===== src/rtl/logic_unit_arbiter_if.sv =====
// Request/response bundle between NREQ requesters, the logic_unit_arbiter and its response sink.
// rsp_err is present only when LOGIC_ARB_ERR_EN is defined.
interface logic_unit_arbiter_if #(
  parameter int NREQ  = 4,
  parameter int WIDTH = 8,
  parameter int IDW   = $clog2(NREQ)
);
  logic [NREQ-1:0]       req_valid;
  logic [NREQ-1:0]       req_ready;
  logic [3*NREQ-1:0]     req_op;
  logic [WIDTH*NREQ-1:0] req_a;
  logic [WIDTH*NREQ-1:0] req_b;
  logic                  rsp_valid;
  logic                  rsp_ready;
  logic [IDW-1:0]        rsp_id;
  logic [WIDTH-1:0]      rsp_data;
`ifdef LOGIC_ARB_ERR_EN
  logic                  rsp_err;

  modport master (
    output req_valid, req_op, req_a, req_b, rsp_ready,
    input  req_ready, rsp_valid, rsp_id, rsp_data, rsp_err
  );

  modport slave (
    input  req_valid, req_op, req_a, req_b, rsp_ready,
    output req_ready, rsp_valid, rsp_id, rsp_data, rsp_err
  );
`else
  modport master (
    output req_valid, req_op, req_a, req_b, rsp_ready,
    input  req_ready, rsp_valid, rsp_id, rsp_data
  );

  modport slave (
    input  req_valid, req_op, req_a, req_b, rsp_ready,
    output req_ready, rsp_valid, rsp_id, rsp_data
  );
`endif
endinterface


===== src/rtl/logic_unit_arbiter.sv =====
// Round-robin front end sharing one WIDTH-bit bitwise logic unit between NREQ requesters.
// LOGIC_ARB_ERR_EN: op 7 flags rsp_err with zero data; otherwise op 7 passes operand a through.
module logic_unit_arbiter #(
  parameter int NREQ  = 4,
  parameter int WIDTH = 8
) (
  input  logic                 clk,
  input  logic                 rst,
  logic_unit_arbiter_if.slave  bus,
  output logic                 busy
);
  localparam int IDW = $clog2(NREQ);

  typedef enum logic [1:0] {IDLE, EXEC, RESP} state_t;
  typedef enum logic [2:0] {
    OP_AND, OP_OR, OP_NOT, OP_NAND, OP_NOR, OP_XOR, OP_XNOR, OP_RSVD
  } op_t;

  state_t           state;
  logic [IDW-1:0]   ptr;
  logic [IDW-1:0]   sel_id;
  op_t              sel_op;
  logic [WIDTH-1:0] sel_a;
  logic [WIDTH-1:0] sel_b;

  logic             rsp_valid_q;
  logic [IDW-1:0]   rsp_id_q;
  logic [WIDTH-1:0] rsp_data_q;

  logic             found;
  logic [IDW-1:0]   winner;
  logic [IDW-1:0]   ptr_next;
  logic [IDW:0]     cand;
  logic [NREQ-1:0]  grant;
  logic [WIDTH-1:0] gate_out;

`ifdef LOGIC_ARB_ERR_EN
  logic             gate_err;
  logic             rsp_err_q;
  assign bus.rsp_err = rsp_err_q;
`endif

  // Search upward from ptr, wrapping modulo NREQ; cand is one bit wider so the wrap never overflows.
  // NOTE: every variable driven here gets a default before the loop, so no latch can be inferred.
  always_comb begin
    found  = 1'b0;
    winner = '0;
    cand   = '0;
    for (int k = 0; k < NREQ; k++) begin
      cand = {1'b0, ptr} + (IDW+1)'(k);
      if (cand >= (IDW+1)'(NREQ)) cand = cand - (IDW+1)'(NREQ);
      if (!found && bus.req_valid[cand[IDW-1:0]]) begin
        found  = 1'b1;
        winner = cand[IDW-1:0];
      end
    end
  end

  always_comb begin
    grant = '0;
    if (state == IDLE && found && !rst) grant[winner] = 1'b1;
  end

  assign ptr_next      = (winner == IDW'(NREQ-1)) ? '0 : winner + 1'b1;
  assign bus.req_ready = grant;
  assign bus.rsp_valid = rsp_valid_q;
  assign bus.rsp_id    = rsp_id_q;
  assign bus.rsp_data  = rsp_data_q;
  assign busy          = (state != IDLE);

  always_comb begin
    gate_out = '0;
`ifdef LOGIC_ARB_ERR_EN
    gate_err = 1'b0;
`endif
    case (sel_op)
      OP_AND:  gate_out = sel_a & sel_b;
      OP_OR:   gate_out = sel_a | sel_b;
      OP_NOT:  gate_out = ~sel_a;
      OP_NAND: gate_out = ~(sel_a & sel_b);
      OP_NOR:  gate_out = ~(sel_a | sel_b);
      OP_XOR:  gate_out = sel_a ^ sel_b;
      OP_XNOR: gate_out = ~(sel_a ^ sel_b);
      OP_RSVD: begin
`ifdef LOGIC_ARB_ERR_EN
        gate_err = 1'b1;
`else
        gate_out = sel_a;
`endif
      end
    endcase
  end

  // NOTE: state is updated with non-blocking assignments so every register samples pre-edge values.
  always_ff @(posedge clk) begin
    // NOTE: the latched operands are reset along with the outputs so a discarded transaction leaves no trace.
    if (rst) begin
      state       <= IDLE;
      ptr         <= '0;
      sel_id      <= '0;
      sel_op      <= OP_AND;
      sel_a       <= '0;
      sel_b       <= '0;
      rsp_valid_q <= 1'b0;
      rsp_id_q    <= '0;
      rsp_data_q  <= '0;
`ifdef LOGIC_ARB_ERR_EN
      rsp_err_q   <= 1'b0;
`endif
    end else begin
      case (state)
        IDLE: begin
          if (found) begin
            sel_id <= winner;
            sel_op <= op_t'(bus.req_op[3*int'(winner) +: 3]);
            sel_a  <= bus.req_a[WIDTH*int'(winner) +: WIDTH];
            sel_b  <= bus.req_b[WIDTH*int'(winner) +: WIDTH];
            ptr    <= ptr_next;
            state  <= EXEC;
          end
        end
        EXEC: begin
          rsp_data_q  <= gate_out;
          rsp_id_q    <= sel_id;
`ifdef LOGIC_ARB_ERR_EN
          rsp_err_q   <= gate_err;
`endif
          rsp_valid_q <= 1'b1;
          state       <= RESP;
        end
        RESP: begin
          if (bus.rsp_ready) begin
            rsp_valid_q <= 1'b0;
            state       <= IDLE;
          end
        end
        default: state <= IDLE;
      endcase
    end
  end

endmodule


===== src/flat_wrapper.sv =====
// flat-port wrapper written by rule: the top's interface ports become plain ports
module logic_unit_arbiter_flat 
#(
  parameter int NREQ  = 4,
  parameter int WIDTH = 8
)
  (clk, rst, busy, bus_req_valid, bus_req_op, bus_req_a, bus_req_b, bus_rsp_ready, bus_req_ready, bus_rsp_valid, bus_rsp_id, bus_rsp_data);
  logic_unit_arbiter_if #(.NREQ(NREQ), .WIDTH(WIDTH)) bus_i ();
  input  logic clk;
  input  logic rst;
  output logic busy;
  input wire logic [$bits(bus_i.req_valid)-1:0] bus_req_valid;
  input wire logic [$bits(bus_i.req_op)-1:0] bus_req_op;
  input wire logic [$bits(bus_i.req_a)-1:0] bus_req_a;
  input wire logic [$bits(bus_i.req_b)-1:0] bus_req_b;
  input wire logic [$bits(bus_i.rsp_ready)-1:0] bus_rsp_ready;
  output wire logic [$bits(bus_i.req_ready)-1:0] bus_req_ready;
  output wire logic [$bits(bus_i.rsp_valid)-1:0] bus_rsp_valid;
  output wire logic [$bits(bus_i.rsp_id)-1:0] bus_rsp_id;
  output wire logic [$bits(bus_i.rsp_data)-1:0] bus_rsp_data;
  assign bus_i.req_valid = bus_req_valid;
  assign bus_i.req_op = bus_req_op;
  assign bus_i.req_a = bus_req_a;
  assign bus_i.req_b = bus_req_b;
  assign bus_i.rsp_ready = bus_rsp_ready;
  assign bus_req_ready = bus_i.req_ready;
  assign bus_rsp_valid = bus_i.rsp_valid;
  assign bus_rsp_id = bus_i.rsp_id;
  assign bus_rsp_data = bus_i.rsp_data;
  logic_unit_arbiter #(.NREQ(NREQ), .WIDTH(WIDTH)) u_core (.clk(clk), .rst(rst), .bus(bus_i), .busy(busy));
endmodule

===== config.mk =====
export PLATFORM = sky130hd
export DESIGN_NAME = logic_unit_arbiter_flat
export DESIGN_NICKNAME = d
export VERILOG_FILES = /design/src/rtl/logic_unit_arbiter_if.sv /design/src/rtl/logic_unit_arbiter.sv /design/src/flat_wrapper.sv
export SDC_FILE = /design/constraint.sdc
export NUM_CORES = 1
export LEC_CHECK = 0
export BUFFER_PORTS_ARGS = -buffer_cell sky130_fd_sc_hd__buf_2
export CAP_MARGIN = 20
export CORE_ASPECT_RATIO = 2
export CORE_MARGIN = 1.5
export CORE_UTILIZATION = 50
export CTS_CLUSTER_DIAMETER = 120
export CTS_CLUSTER_SIZE = 40
export DETAILED_ROUTE_END_ITERATION = 8
export GPL_ROUTABILITY_DRIVEN = 0
export PLACE_DENSITY = 0.81
export SLEW_MARGIN = 20
export SYNTH_ARGS = -nofsm -noshare
export SYNTH_HDL_FRONTEND = slang
export SYNTH_SLANG_ARGS = --single-unit

===== constraint.sdc =====
create_clock -name clk -period 2 [get_ports clk]
set_input_delay 0.1 -clock clk [delete_from_list [all_inputs] [get_ports clk]]
set_output_delay 0.1 -clock clk [all_outputs]
set_load 0.02 [all_outputs]

==> impl_metrics.ini, run 1 <==
[run_status]
status = finished clean

[placed_design]
pre_cts_ws_ps = -135
portBuffers = 98
detailed_place_hpwl_um = 5700
placed_cell_area_um2 = 3180
placed_cells_incl_taps = 446

[synth]
async_flop_share_pct = 0
netlist.area_leader.share_pct = 27.7
avgSynthCellArea_um2 = 8.79
syn_nets = 396
ys_seq_elements = 36
ys_types = 40
synth_commonest_cells = dfxtp_1 (36), mux2i_1 (34), nand2_1 (34)
yosys.area.top_type = dfxtp_1
yosysMostFrequentCell = dfxtp_1
synth_warnings = 0
syn_inst = 296
yosys-top-cells-area = dfxtp_1 (28%), mux2i_1 (13%), ha_1 (8.2%)
synth_area_um2 = 2600
ys_seq_area_share_pct = 27.7
synth-main-ff-cell = dfxtp_1
synth_edf_count = 0

[die]
die-area_um2 = 5670
die_w_um = 54.0
core_um2 = 5090
die_h_um = 105
ioPinCount = 99
row_count = 37
start_util_pct = 51.1

[detailed_routing]
drt_iter0_drc = 84
firstDrtPassIters = 4
vias = 2688
drcViolationCount = 0
postRouteAntennaNets = 0
viasPerCell = 5.91
top_layer = met4
drt_wl_total_um = 7390
wl_met3_um = 261
wl_per_cell_um = 16.2
wl_met2_um = 4220
drt-met1-wl_um = 2520

[cells_and_area]
layout.nets = 497
multi_input_area_um2 = 1670
fin_cells = 455
fill_cells = 469
seq_area_um2 = 722
fin_area_um2 = 3320
drive_gt1_share_pct = 35.3
area_growth_pct = 27.4
diodes = 0

[cts]
cts_sinks = 36
clk_pin_slew_ps = 70
cts_tree = yes
cts_buffer_depth = 2
cts-root-buf = clkbuf_8
cts_buffers = 5
cts_max_level = 2
clkLatencyLatePin_ps = 290

[timing]
max-slew-margin-rel_pct = 61.2
fin_setup_tns_ps = 0
hold_viol = 0
finalSetupViolCount = 0
worst_pin_slew_ps = 581
finalMaxSlewViolations = 0
finalCritPeriodShare_pct = 96.4
max_freq_mhz = 519
skew_ps = 1.72
post-route-min-period_ps = 1930
rsz0062_at_grt = no
fin_ws_ps = 71.7
hold_ws_ps = 16.8

[critical_path]
slowest_stage = dfxtp_2
crit_path_max_incr_delay_ps = 400
crit_chain = mux2i_1 -> nor2_2 -> nor3_4 -> inv_2 -> ha_1 -> and3_1 -> buf_2
arrival_ps = 1830
crit_required_ps = 1900
critPathBufInv = 2
end_kind = primary output
crit_path_start_kind = flop
path_class = reg -> out
cp_top_family = simple AND/OR/NAND/NOR gates
crit_fanout = 8

[global_routing]
grt_pass1_wl_um = 11600
first_global_vias = 2657
grt-ovfl-total = 0
track_usage_pct = 27.4
antenna_found_initial = 0
grt_start_max_net_pins = 22

[power_and_ir_drop]
p_clk_share_pct = 19.9
power_density_nw_per_um2 = 856
power.switching_uw = 1070
p_sw_share_pct = 37.7
internal_power_uw = 1770
p_comb_share_pct = 45.3
power_frac_seq_pct = 34.7
power.leakage_uw = 0.00148
ir_drop_uv = 611

[flow_run]
drv_cap = 0

[worst_hold_path]
hold_path_class = in -> reg
-- cell usage in the layout, fill, tap and decap left out, types with 2 or more instances in the layout --
| master | n |
|---|---|
| o211ai_1 | 23 |
| dfxtp_1 | 35 |
| nor2b_1 | 4 |
| ha_1 | 17 |
| nor3_1 | 2 |
| a21oi_1 | 12 |
| nand2b_1 | 7 |
| nor2_1 | 17 |
| a211oi_1 | 6 |
| nand2_1 | 33 |
| a32oi_1 | 19 |
| buf_2 | 99 |
| or3_1 | 2 |
| clkbuf_8 | 7 |
| o22a_1 | 4 |
| o221ai_1 | 4 |
| buf_12 | 3 |
| inv_1 | 24 |
| mux2i_1 | 34 |
| o22ai_1 | 8 |
| mux4_2 | 4 |
| buf_4 | 12 |
-- cells by family (layout without fill, tap and decap cells) --
logic type	after synthesis	count (layout)	synth area share [%]
multiplexers	38	38	16.5
AO/OA/AOI/OAI	81	81	23.1
buffers and inverters	46	147	8.51
AND/OR/NAND/NOR	78	78	16.0
adder cells (fa/ha/maj)	17	17	8.17
flip-flops	36	36	27.7
-- final cells by class --
class,instances,share of cell area (%)
clock buffer,7,2.91
sequential,36,21.8
timing repair buffer,115,19.8
tap,58,2.19
inverter,25,2.83
multi-input combinational,214,50.5
-- state kept, by name, indices dropped and copies added, names as in the netlist --
| register | flops |
|---|---|
| u_core.bus.rsp_data | 8 |
| u_core.bus.rsp_id | 2 |
| u_core.bus.rsp_valid | 1 |
| u_core.ptr | 2 |
| u_core.sel_a | 8 |
| u_core.sel_b | 8 |
| u_core.sel_id | 2 |
| u_core.sel_op | 3 |
| u_core.state | 2 |
-- repair_timing --
action	CTS	global route
cloned	0	1
pin swaps	1	1
hold buffers	0	0
gates resized for setup	1	3
setup buffers	1	0
setup endpoints to repair	20	3
-- final timing paths --
kind	start	slack [ps]	endpoint	cells after the start
min reg2reg	u_core.bus.rsp_id[1]	450	u_core.bus.rsp_id[1]	2
max reg2reg	u_core.sel_a[4]	270	u_core.bus.rsp_data[4]	7
min	bus_req_b[7]	20	u_core.sel_b[7]	3
max	u_core.ptr[1]	70	bus_req_ready[2]	7
-- stage by stage --
stage / util (%) / total power (uW)
6_report: 65.1 / 2840
3_5_place_dp: 62.5 / 2250
5_1_grt: 65.1 / 3020
4_1_cts: 64.8 / 2820
2_1_floorplan: - / 1880
3_3_place_gp: 62.5 / 2190
-- metal layers --
metal	GRT usage [%]	up-vias
li1	-	1293
met1	26.8	1276
met2	49.5	92
met3	4.29	27
met4	16.6	0
met5	0	-
-- power by group through the flow --
stage,Clock (uW),Sequential [uW],Combinational [uW]
2_1_floorplan,0,964,917
3_3_place_gp,0,988,1200
3_5_place_dp,0,994,1260
4_1_cts,568,981,1270
5_1_grt,605,998,1410
6_report,566,986,1290
-- worst register-to-register path, delay by kind of cell, from the launching register on --
kind	cells	cell delay, ps
flip-flops	1	400
adder cells (fa/ha/maj)	1	300
buffers and inverters	2	120
multiplexers	2	600
AO/OA/AOI/OAI	2	240
Power figures use the tool's default switching activity.
==> run 2: changes to the inputs <==
--- a/config.mk
+++ b/config.mk
@@ -5,16 +5,16 @@
 export SDC_FILE = /design/constraint.sdc
 export NUM_CORES = 1
 export LEC_CHECK = 0
-export BUFFER_PORTS_ARGS = -buffer_cell sky130_fd_sc_hd__buf_2
 export CAP_MARGIN = 20
 export CORE_ASPECT_RATIO = 2
 export CORE_MARGIN = 1.5
-export CORE_UTILIZATION = 50
+export CORE_UTILIZATION = 64
 export CTS_CLUSTER_DIAMETER = 120
 export CTS_CLUSTER_SIZE = 40
 export DETAILED_ROUTE_END_ITERATION = 8
+export DONT_BUFFER_PORTS = 1
 export GPL_ROUTABILITY_DRIVEN = 0
-export PLACE_DENSITY = 0.81
+export PLACE_DENSITY = 0.8
 export SLEW_MARGIN = 20
 export SYNTH_ARGS = -nofsm -noshare
 export SYNTH_HDL_FRONTEND = slang
==> run 2 against run 1 <==
  * The run now ends with hold timing left
  * Final area decreased by 7.2%
  * Worst hold slack got worse by 20 ps
  * Die area decreased by 21%
  * Non-clock buffer count decreased by 69
  * Critical path type is now reg -> reg
  * Setup slack improved by 100 ps
  * Clock power increased by 14%
  * Critical path depth unchanged
  * Clock-buffer cell count decreased by 2
  * Maximum frequency increased by 5.6%
  * Sequential cell count unchanged
  * Routed wire length increased by 3.5%
  * Largest cell class unchanged
==> impl_metrics.ini, run 2 (synthesis results as in run 1) <==
[power_and_ir_drop]
power_density_nw_per_um2 = 925
power_frac_seq_pct = 36.4
p_clk_share_pct = 22.7
p_total_uw = 2850
power.leakage_uw = 0.00118
p_sw_share_pct = 37.8
power.switching_uw = 1080
p_comb_share_pct = 40.9
internal_power_uw = 1770
ir_drop_uv = 780

[placed_design]
portBuffers = 0
detailed_place_hpwl_um = 5070

[critical_path]
crit_fanout = 4
critPathBufInv = 2
end_kind = flop
path_class = reg -> reg
crit_path_start_kind = flop
arrival_ps = 2050
cp_top_family = multiplexers
crit_required_ps = 2220
slowest_stage = mux4_2
cp_common_cell = inv_1
crit_path_max_incr_delay_ps = 450
crit_chain = inv_1 -> ha_1 -> inv_1 -> mux4_2 -> mux2i_1 -> o211ai_1 -> a21oi_1

[detailed_routing]
drt-met1-wl_um = 2430
wl_met3_um = 439
postRouteAntennaNets = 0
top_layer = met4
wl_met2_um = 4210
drcViolationCount = 0
vias = 2559
viasPerCell = 6.73
wl_per_cell_um = 20.1
drt_iter0_drc = 92
drt_wl_total_um = 7640
firstDrtPassIters = 4

[die]
start_util_pct = 67.0
die_w_um = 48.1
ioPinCount = 99
die-area_um2 = 4480
die_h_um = 93.2
row_count = 32
core_um2 = 3880

[cells_and_area]
mostFrequentLayoutCells = dfxtp_1 (35), mux2i_1 (34), nand2_1 (34)
area_growth_pct = 18.3
layout.nets = 428
diodes = 0
drive_gt1_share_pct = 12.2
final_common_cell = dfxtp_1

[cts]
cts_sinks = 36
cts_tree = yes
cts_buffers = 5
clk_pin_slew_ps = 80
cts_max_level = 2
clkLatencyLatePin_ps = 290
cts_buffer_depth = 2
postCtsSetupBuffers = 0
cts-root-buf = clkbuf_8

[global_routing]
antenna_found_initial = 0
grt_pass1_wl_um = 11800
first_global_vias = 2720
track_usage_pct = 36.6
grt-ovfl-total = 0
grt_start_max_net_pins = 21

[run_status]
violations = hold timing
status = finished, violations left

[timing]
hold_viol = 1
finalSetupViolCount = 0
max-slew-margin-rel_pct = 57.3
finalMaxSlewViolations = 0
worst_pin_slew_ps = 640
rsz0062_at_grt = no
finalCritPeriodShare_pct = 91.3
fin_setup_tns_ps = 0
skew_ps = 5.19
post-route-min-period_ps = 1830
max_freq_mhz = 547
hold_ws_ps = -2.65

[flow_run]
drv_cap = 0

[worst_hold_path]
hold_path_class = in -> reg
## run 2: layout make-up
class	count	area (um^2)
Clock buffer	5	68.8
Fill cell	263	806
Multi-Input combinational cell	214	1670
Sequential cell	36	722
Inverter	25	93.8
Clock inverter	3	42.5
Timing Repair Buffer	46	420
Tap cell	51	63.8
## run 2: worst reg2reg max path, delay by kind of cell (launching register included)
| kind | cells | cell delay [ps] |
|---|---|---|
| flip-flops | 1 | 420 |
| buffers and inverters | 2 | 170 |
| adder cells (fa/ha/maj) | 1 | 340 |
| multiplexers | 2 | 590 |
| AO/OA/AOI/OAI | 2 | 250 |
## run 2: metrics by stage
stage | utilization, % | instances | hold slack (ps) | instance area [um^2] | worst slack (ps)
floorplan | - | 296 | 226 | 2600 | 166
global placement | 68.6 | 342 | 173 | 2670 | 327
detailed placement | 68.6 | 342 | 175 | 2670 | 233
CTS | 79.0 | 379 | 0.274 | 3070 | 112
global route | 79.3 | 380 | 4.80 | 3080 | 68.4
finish | 79.3 | 380 | -2.65 | 3080 | 173
## run 2: path summary, 6_finish.rpt
check,slack (ps),from,cells past startpoint,to
worst max-delay path,170,u_core.sel_a[5],7,u_core.bus.rsp_data[5]
worst min-delay path,-3,bus_req_a[15],2,u_core.sel_a[7]
worst max register to register,170,u_core.sel_a[5],7,u_core.bus.rsp_data[5]
worst min register to register,480,u_core.sel_id[0],2,u_core.bus.rsp_id[0]
## run 2: per-layer routing
layer	GRT usage, %	vias up
li1	-	1159
met1	32.7	1197
met2	65.6	158
met3	6.18	45
met4	25.7	0
met5	0	-
## run 2: what timing repair did
item                       CTS  global route
hold buffers                29             1
hold endpoints to repair    35             1
setup endpoints to repair    0             1
resized for setup            0             1
## run 2: power groups by stage
stage	registers, uW	clock network (uW)	logic, uW
after floorplan	964	0	917
after detailed placement	1040	0	1070
final	1040	647	1170
after global routing	1050	677	1270
after global placement	1030	0	1020
after CTS	1020	644	1120
